`src/rtl/div_pkg.sv`:
```
// Shared definitions for the sequential restoring divider: FSM encodings and
// the default operand width.
package div_pkg;

    localparam int DEFAULT_WIDTH = 8;

    typedef enum logic [1:0] {
        IDLE = 2'd0,
        RUN  = 2'd1,
        DONE = 2'd2
    } state_t;

endpackage

```
`src/rtl/seq_divider_if.sv`:
```
// Start/done handshake and operand/result bundle between the ALU and the divider.
interface seq_divider_if #(parameter int WIDTH = div_pkg::DEFAULT_WIDTH);

    logic                 start;
    logic [2*WIDTH-1:0]   dividend;
    logic [WIDTH-1:0]     divisor;
    logic [WIDTH-1:0]     quotient;
    logic [WIDTH-1:0]     remainder;
    logic                 busy;
    logic                 done;
    logic                 div_by_zero;
    logic                 overflow;

    modport master (
        output start, dividend, divisor,
        input  quotient, remainder, busy, done, div_by_zero, overflow
    );

    modport slave (
        input  start, dividend, divisor,
        output quotient, remainder, busy, done, div_by_zero, overflow
    );

endinterface

```
`src/rtl/seq_divider_div_step.sv`:
```
// One restoring-division step: compares the shifted partial remainder against
// the divisor and produces the trial difference.
module div_step
    import div_pkg::*;
#(
    parameter int WIDTH = DEFAULT_WIDTH
) (
    input  logic [WIDTH:0]   t,
    input  logic [WIDTH-1:0] divisor,
    output logic             ge,
    output logic [WIDTH-1:0] diff
);

    logic [WIDTH:0] sum;

    // Two's-complement subtract; the carry out means the low bits alone are >= divisor.
    assign sum  = {1'b0, t[WIDTH-1:0]} + {1'b0, ~divisor} + {{WIDTH{1'b0}}, 1'b1};
    assign ge   = t[WIDTH] | sum[WIDTH];
    assign diff = sum[WIDTH-1:0];

endmodule

```
`src/rtl/seq_divider.sv`:
```
// Sequential restoring divider: 2W-bit dividend / W-bit divisor, one quotient
// bit per clock, with divide-by-zero and quotient-overflow detection at start.
module seq_divider
    import div_pkg::*;
#(
    parameter int WIDTH = DEFAULT_WIDTH
) (
    input  logic         clk,
    input  logic         rst,
    seq_divider_if.slave bus
);

    localparam int CW = (WIDTH > 1) ? $clog2(WIDTH) : 1;

    state_t             state_reg, state_next;
    logic [WIDTH-1:0]   r_reg, q_reg, divisor_reg;
    logic [CW-1:0]      count_reg;
    logic [WIDTH-1:0]   quotient_reg, remainder_reg;
    logic               div_by_zero_reg, overflow_reg;

    logic               accept, zero_div, too_big, last_iter;
    logic [WIDTH:0]     t;
    logic               ge;
    logic [WIDTH-1:0]   diff, r_next, q_next;

    assign accept    = bus.start && (state_reg == IDLE || state_reg == DONE);
    assign zero_div  = (bus.divisor == '0);
    assign too_big   = (bus.dividend[2*WIDTH-1:WIDTH] >= bus.divisor);
    assign last_iter = (count_reg == CW'(WIDTH - 1));

    assign t      = {r_reg, q_reg[WIDTH-1]};
    assign r_next = ge ? diff : t[WIDTH-1:0];
    assign q_next = {q_reg[WIDTH-2:0], ge};

    div_step #(.WIDTH(WIDTH)) u_step (
        .t       (t),
        .divisor (divisor_reg),
        .ge      (ge),
        .diff    (diff)
    );

    always_ff @(posedge clk) begin
        if (rst) state_reg <= IDLE;
        else     state_reg <= state_next;
    end

    always_comb begin
        state_next = state_reg;
        case (state_reg)
            IDLE, DONE: begin
                if (accept) state_next = (zero_div || too_big) ? DONE : RUN;
                else        state_next = IDLE;
            end
            RUN:     if (last_iter) state_next = DONE;
            default: state_next = IDLE;
        endcase
    end

    always_comb begin
        bus.busy = (state_reg == RUN);
        bus.done = (state_reg == DONE);
    end

    // Results are only touched on acceptance (error cases) or the final iteration.
    always_ff @(posedge clk) begin
        if (rst) begin
            r_reg           <= '0;
            q_reg           <= '0;
            divisor_reg     <= '0;
            count_reg       <= '0;
            quotient_reg    <= '0;
            remainder_reg   <= '0;
            div_by_zero_reg <= 1'b0;
            overflow_reg    <= 1'b0;
        end else if (accept) begin
            divisor_reg     <= bus.divisor;
            div_by_zero_reg <= 1'b0;
            overflow_reg    <= 1'b0;
            if (zero_div) begin
                quotient_reg    <= '1;
                remainder_reg   <= bus.dividend[WIDTH-1:0];
                div_by_zero_reg <= 1'b1;
            end else if (too_big) begin
                quotient_reg  <= '1;
                remainder_reg <= '1;
                overflow_reg  <= 1'b1;
            end else begin
                r_reg     <= bus.dividend[2*WIDTH-1:WIDTH];
                q_reg     <= bus.dividend[WIDTH-1:0];
                count_reg <= '0;
            end
        end else if (state_reg == RUN) begin
            r_reg     <= r_next;
            q_reg     <= q_next;
            count_reg <= count_reg + 1'b1;
            if (last_iter) begin
                quotient_reg  <= q_next;
                remainder_reg <= r_next;
            end
        end
    end

    assign bus.quotient    = quotient_reg;
    assign bus.remainder   = remainder_reg;
    assign bus.div_by_zero = div_by_zero_reg;
    assign bus.overflow    = overflow_reg;

endmodule

```
`src/flat_wrapper.sv`:
```
// flat-port wrapper written by rule: the top's interface ports become plain ports
module seq_divider_flat import div_pkg::*;
#(
    parameter int WIDTH = DEFAULT_WIDTH
)
  (clk, rst, bus_start, bus_dividend, bus_divisor, bus_quotient, bus_remainder, bus_busy, bus_done, bus_div_by_zero, bus_overflow);
  seq_divider_if #(.WIDTH(WIDTH)) bus_i ();
  input  logic clk;
  input  logic rst;
  input wire logic [$bits(bus_i.start)-1:0] bus_start;
  input wire logic [$bits(bus_i.dividend)-1:0] bus_dividend;
  input wire logic [$bits(bus_i.divisor)-1:0] bus_divisor;
  output wire logic [$bits(bus_i.quotient)-1:0] bus_quotient;
  output wire logic [$bits(bus_i.remainder)-1:0] bus_remainder;
  output wire logic [$bits(bus_i.busy)-1:0] bus_busy;
  output wire logic [$bits(bus_i.done)-1:0] bus_done;
  output wire logic [$bits(bus_i.div_by_zero)-1:0] bus_div_by_zero;
  output wire logic [$bits(bus_i.overflow)-1:0] bus_overflow;
  assign bus_i.start = bus_start;
  assign bus_i.dividend = bus_dividend;
  assign bus_i.divisor = bus_divisor;
  assign bus_quotient = bus_i.quotient;
  assign bus_remainder = bus_i.remainder;
  assign bus_busy = bus_i.busy;
  assign bus_done = bus_i.done;
  assign bus_div_by_zero = bus_i.div_by_zero;
  assign bus_overflow = bus_i.overflow;
  seq_divider #(.WIDTH(WIDTH)) u_core (.clk(clk), .rst(rst), .bus(bus_i));
endmodule
```
`config.mk`:
```
export PLATFORM = sky130hd
export DESIGN_NAME = seq_divider_flat
export DESIGN_NICKNAME = d
export VERILOG_FILES = /design/src/rtl/div_pkg.sv /design/src/rtl/seq_divider_if.sv /design/src/rtl/seq_divider_div_step.sv /design/src/rtl/seq_divider.sv /design/src/flat_wrapper.sv
export SDC_FILE = /design/constraint.sdc
export NUM_CORES = 1
export LEC_CHECK = 0
export CORE_MARGIN = 2
export CORE_UTILIZATION = 45
export DETAILED_ROUTE_END_ITERATION = 10
export PLACE_DENSITY = 0.7
export SYNTH_ARGS = -nofsm -noshare
export SYNTH_HDL_FRONTEND = slang
export SYNTH_SLANG_ARGS = --single-unit
```
`constraint.sdc`:
```
create_clock -name clk -period 2.6 [get_ports clk]
set_input_delay 0.65 -clock clk [delete_from_list [all_inputs] [get_ports clk]]
set_output_delay 0.65 -clock clk [all_outputs]
set_load 0.005 [all_outputs]
```
==> impl_results.md <==
* CTS Buf Count at 5
* Starting DRT DRC Count at 146
* Placed Area at 3320 µm²
* Final hold vios at 0
* Post-layout minimum cycle time at 2.52 ns
* Leak at 1.42 nW
* Place WS at -0.371 ns
* Clk buf depth at 2
* Effective utilization at floorplan at 47.1%
* Routed wire per std cell at 13.9 µm
* Worst EP required at 2.82 ns
* Worst vdd ir at 429 µV
* Max-Cap Viols at 0
* Post-synthesis instance total at 313
* Antenna viol nets, final at 0
* Slew Limit Headroom at 70.5%
* Core area at 5570 µm²
* Hold Path Sink: u_core.divisor_reg[4]
* Primary FF master, synth: dfxtp_1
* Synth Register Bits at 47
* Top-Level Pins at 47
* Setup slack, reg-to-reg at 0.22 ns
* Slowest cell on the critical path: clkdlybuf4s50_1
* Setup-failing EPs final at 0
* Worst path depth at 10
* Number of synthesized flops with an enable pin at 0
* Clk sinks at 47
* Cell Pwr Density at 657 nW/µm²
* Clk pin slew, worst setup/hold paths at 0.09 ns
* DR vias at 2422
* CTS root buffer: clkbuf_8
* Drt first pass iters at 4
* IO buf count at 46
* Setup ws final at 0.0756 ns
* CP Cell Sequence: clkdlybuf4s50_1 > inv_1 > ha_4 > a211oi_4 > o21ai_2 > a211oi_4 > a21o_4 > buf_12 > nor2_1 > a311oi_1
* Cell row count at 27
* Netlist cell types at 45
* Vias in the first global route at 2317
* Synth-to-layout area growth at 34.5%
* CP Launch Point: bus_divisor[2]
* GRT Util Overall at 21.5%
* Slew @ Worst Pin at 0.442 ns
* Routed WL at 6.32 mm
* Final Cycle Share at between 90 and 100%
* DRC violations left at 0
* Most frequent CP cell: a211oi_4
* Worst-Skew Late Latency at 0.30 ns
* Register area share after synthesis at ~36%
* RR Startpoint: u_core.q_reg[7]
* Drt via density at 5.31
* Async S/R FF share, synth at 0%
* DP HPWL at 4.59 mm
* Worst Hold Launch: u_core.divisor_reg[4]
* Overflow after GRT at 0
* Die Ht at approximately 80 µm
* Highest net fanout along the worst path at 18
* Worst hold path type: flop to flop
* WP buf/inv at 3
* WHS at 0.459 ns
* CTS H-tree lvls at 2
* Fmax at 396 MHz
* Hold buffers post-CTS at 0
* R2r worst-path depth at 10
* Most common cell after layout, fill and taps aside: dfxtp_1
* Synth warnings at 0
* Most frequent cells in the layout: 47 x dfxtp_1, 44 x clkdlybuf4s50_1, 43 x nand2_1, 43 x nor2_1, 29 x buf_4
* Syn_nets at between 300 and 400
* Fin area at 3530 µm²
* Clock skew at 0.00585 ns
* Crit-path leading delay family: compound AO/OA/AOI/OAI gates
* Largest net degree at the start of global routing at 48
* Setup Crit Path Kind: primary input to flop
* WHS Path Cells at 2
* Layout cells sized above 1 at 19.3%
* Number of fill cells in the layout at 511
* Die ar. at 6460 µm²
* Synthesized area per cell at between 8 and 9 µm²
* Slew Limit Fails at 0
* Slowest stage delay, CP at 0.48 ns
* Total power at 2.32 mW
* Initial antenna violation count at 0
* Outcome: finished, final reports clean
* Routability cong. at 0.829
* First-pass GRT wire length at 10.9 mm
* CTS tree: done
* Critical Path End Type: flop
* Worst Path Arrival at around 2.7 ns
* Final antenna diode count at 0
* Chip width at 80.4 µm
* Layout Nets at 429
* Cell Area, Synth at 2630 µm²
* Critical path startpoint category: primary input
* Reg2Reg Capture Point: u_core.r_reg[2]
logic make-up (layout without fill, tap and decap cells):
kind of cell / count (synthesis) / count (layout) / synth area share (%)
xor gates and xnor gates: 2 / 2 / 0.667
and+or+nand+nor: 122 / 122 / 22.4
muxes: 1 / 1 / 0.381
DFF: 47 / 47 / 35.8
AOI/OAI and AO/OA: 84 / 84 / 23.9
adders and majority gates: 19 / 19 / 9.34
buffers and inverters: 38 / 109 / 7.39
metal layers:
| layer | wire, µm | up-vias | global-route usage, % |
|---|---|---|---|
| li1 | - | 1237 | - |
| met1 | 3020 | 1131 | 29.9 |
| met2 | 2990 | 48 | 33.8 |
| met3 | 244 | 6 | 3.82 |
| met4 | 62 | 0 | 6.27 |
| met5 | 0 | - | 0 |
metrics by stage:
stage	utilization, %	cells	TNS [ns]
final	63.3	456	0
after global routing	63.3	456	-0.0279
after CTS	62.4	455	0
after detailed placement	59.5	445	-9.92
after global placement	59.5	445	-8.25
after floorplan	-	313	0
what timing repair did:
item | 4_1_cts | 5_1_grt
pin swaps | 2 | 8
buffers inserted | 2 | 1
setup endpoints to repair | 4 | 34
resized for setup | 0 | 8
cloned | 0 | 0
Yosys cell counts, drive strengths merged (2+ instances only):
master / n / share of area, %
nor3: 8 / 2.9
clkbuf: 7 / 1.0
dlygate4sd1: 2 / 0.67
or4: 2 / 0.86
a21oi: 20 / 4.0
a311oi: 16 / 5.3
o21a: 3 / 0.86
o31a: 2 / 0.67
buf: 8 / 2.7
dfxtp: 47 / 36
a211oi: 12 / 4.5
a21o: 3 / 1.1
ha: 18 / 8.6
nor2: 53 / 8.7
xnor2: 2 / 0.67
nand2b: 4 / 0.95
inv: 21 / 3.0
nand2: 43 / 6.1
o21ai: 13 / 2.5
a22oi: 8 / 2.8
a32oi: 2 / 0.67
nor2b: 7 / 1.7
how the worst max path moves through the flow:
stage	end	slack, ns
2_1_floorplan	u_core.r_reg[0]	0.27
3_3_place_gp	u_core.bus.remainder[7]	-0.29
3_5_place_dp	u_core.bus.quotient[0]	-0.37
4_1_cts	u_core.bus.remainder[6]	0.02
5_1_grt	u_core.bus.remainder[6]	-0.01
6_report	u_core.r_reg[1]	0.08
tightest hold or removal path, stage by stage, from the launching register on:
cell	delay (ns)
dfxtp_1	0.32
nand2_1	0.05
a21oi_1	0.05
power by group:
| group | switching, mW | leakage [nW] | internal (mW) |
|---|---|---|---|
| clock network | 0.256 | 0.0644 | 0.383 |
| registers | 0.0591 | 0.387 | 0.798 |
| logic | 0.414 | 0.971 | 0.408 |
| total | 0.729 | 1.42 | 1.59 |
final cells by class:
type	instances	area (µm²)	share of cell area, %
multi-input combinational	228	1530	43.2
sequential	47	941	26.6
timing repair buffer	80	758	21.5
tap	72	90.1	2.55
inverter	21	78.8	2.23
clock buffer	5	68.8	1.95
clock inverter	3	67.6	1.91
(Power assumes the default switching activity.)
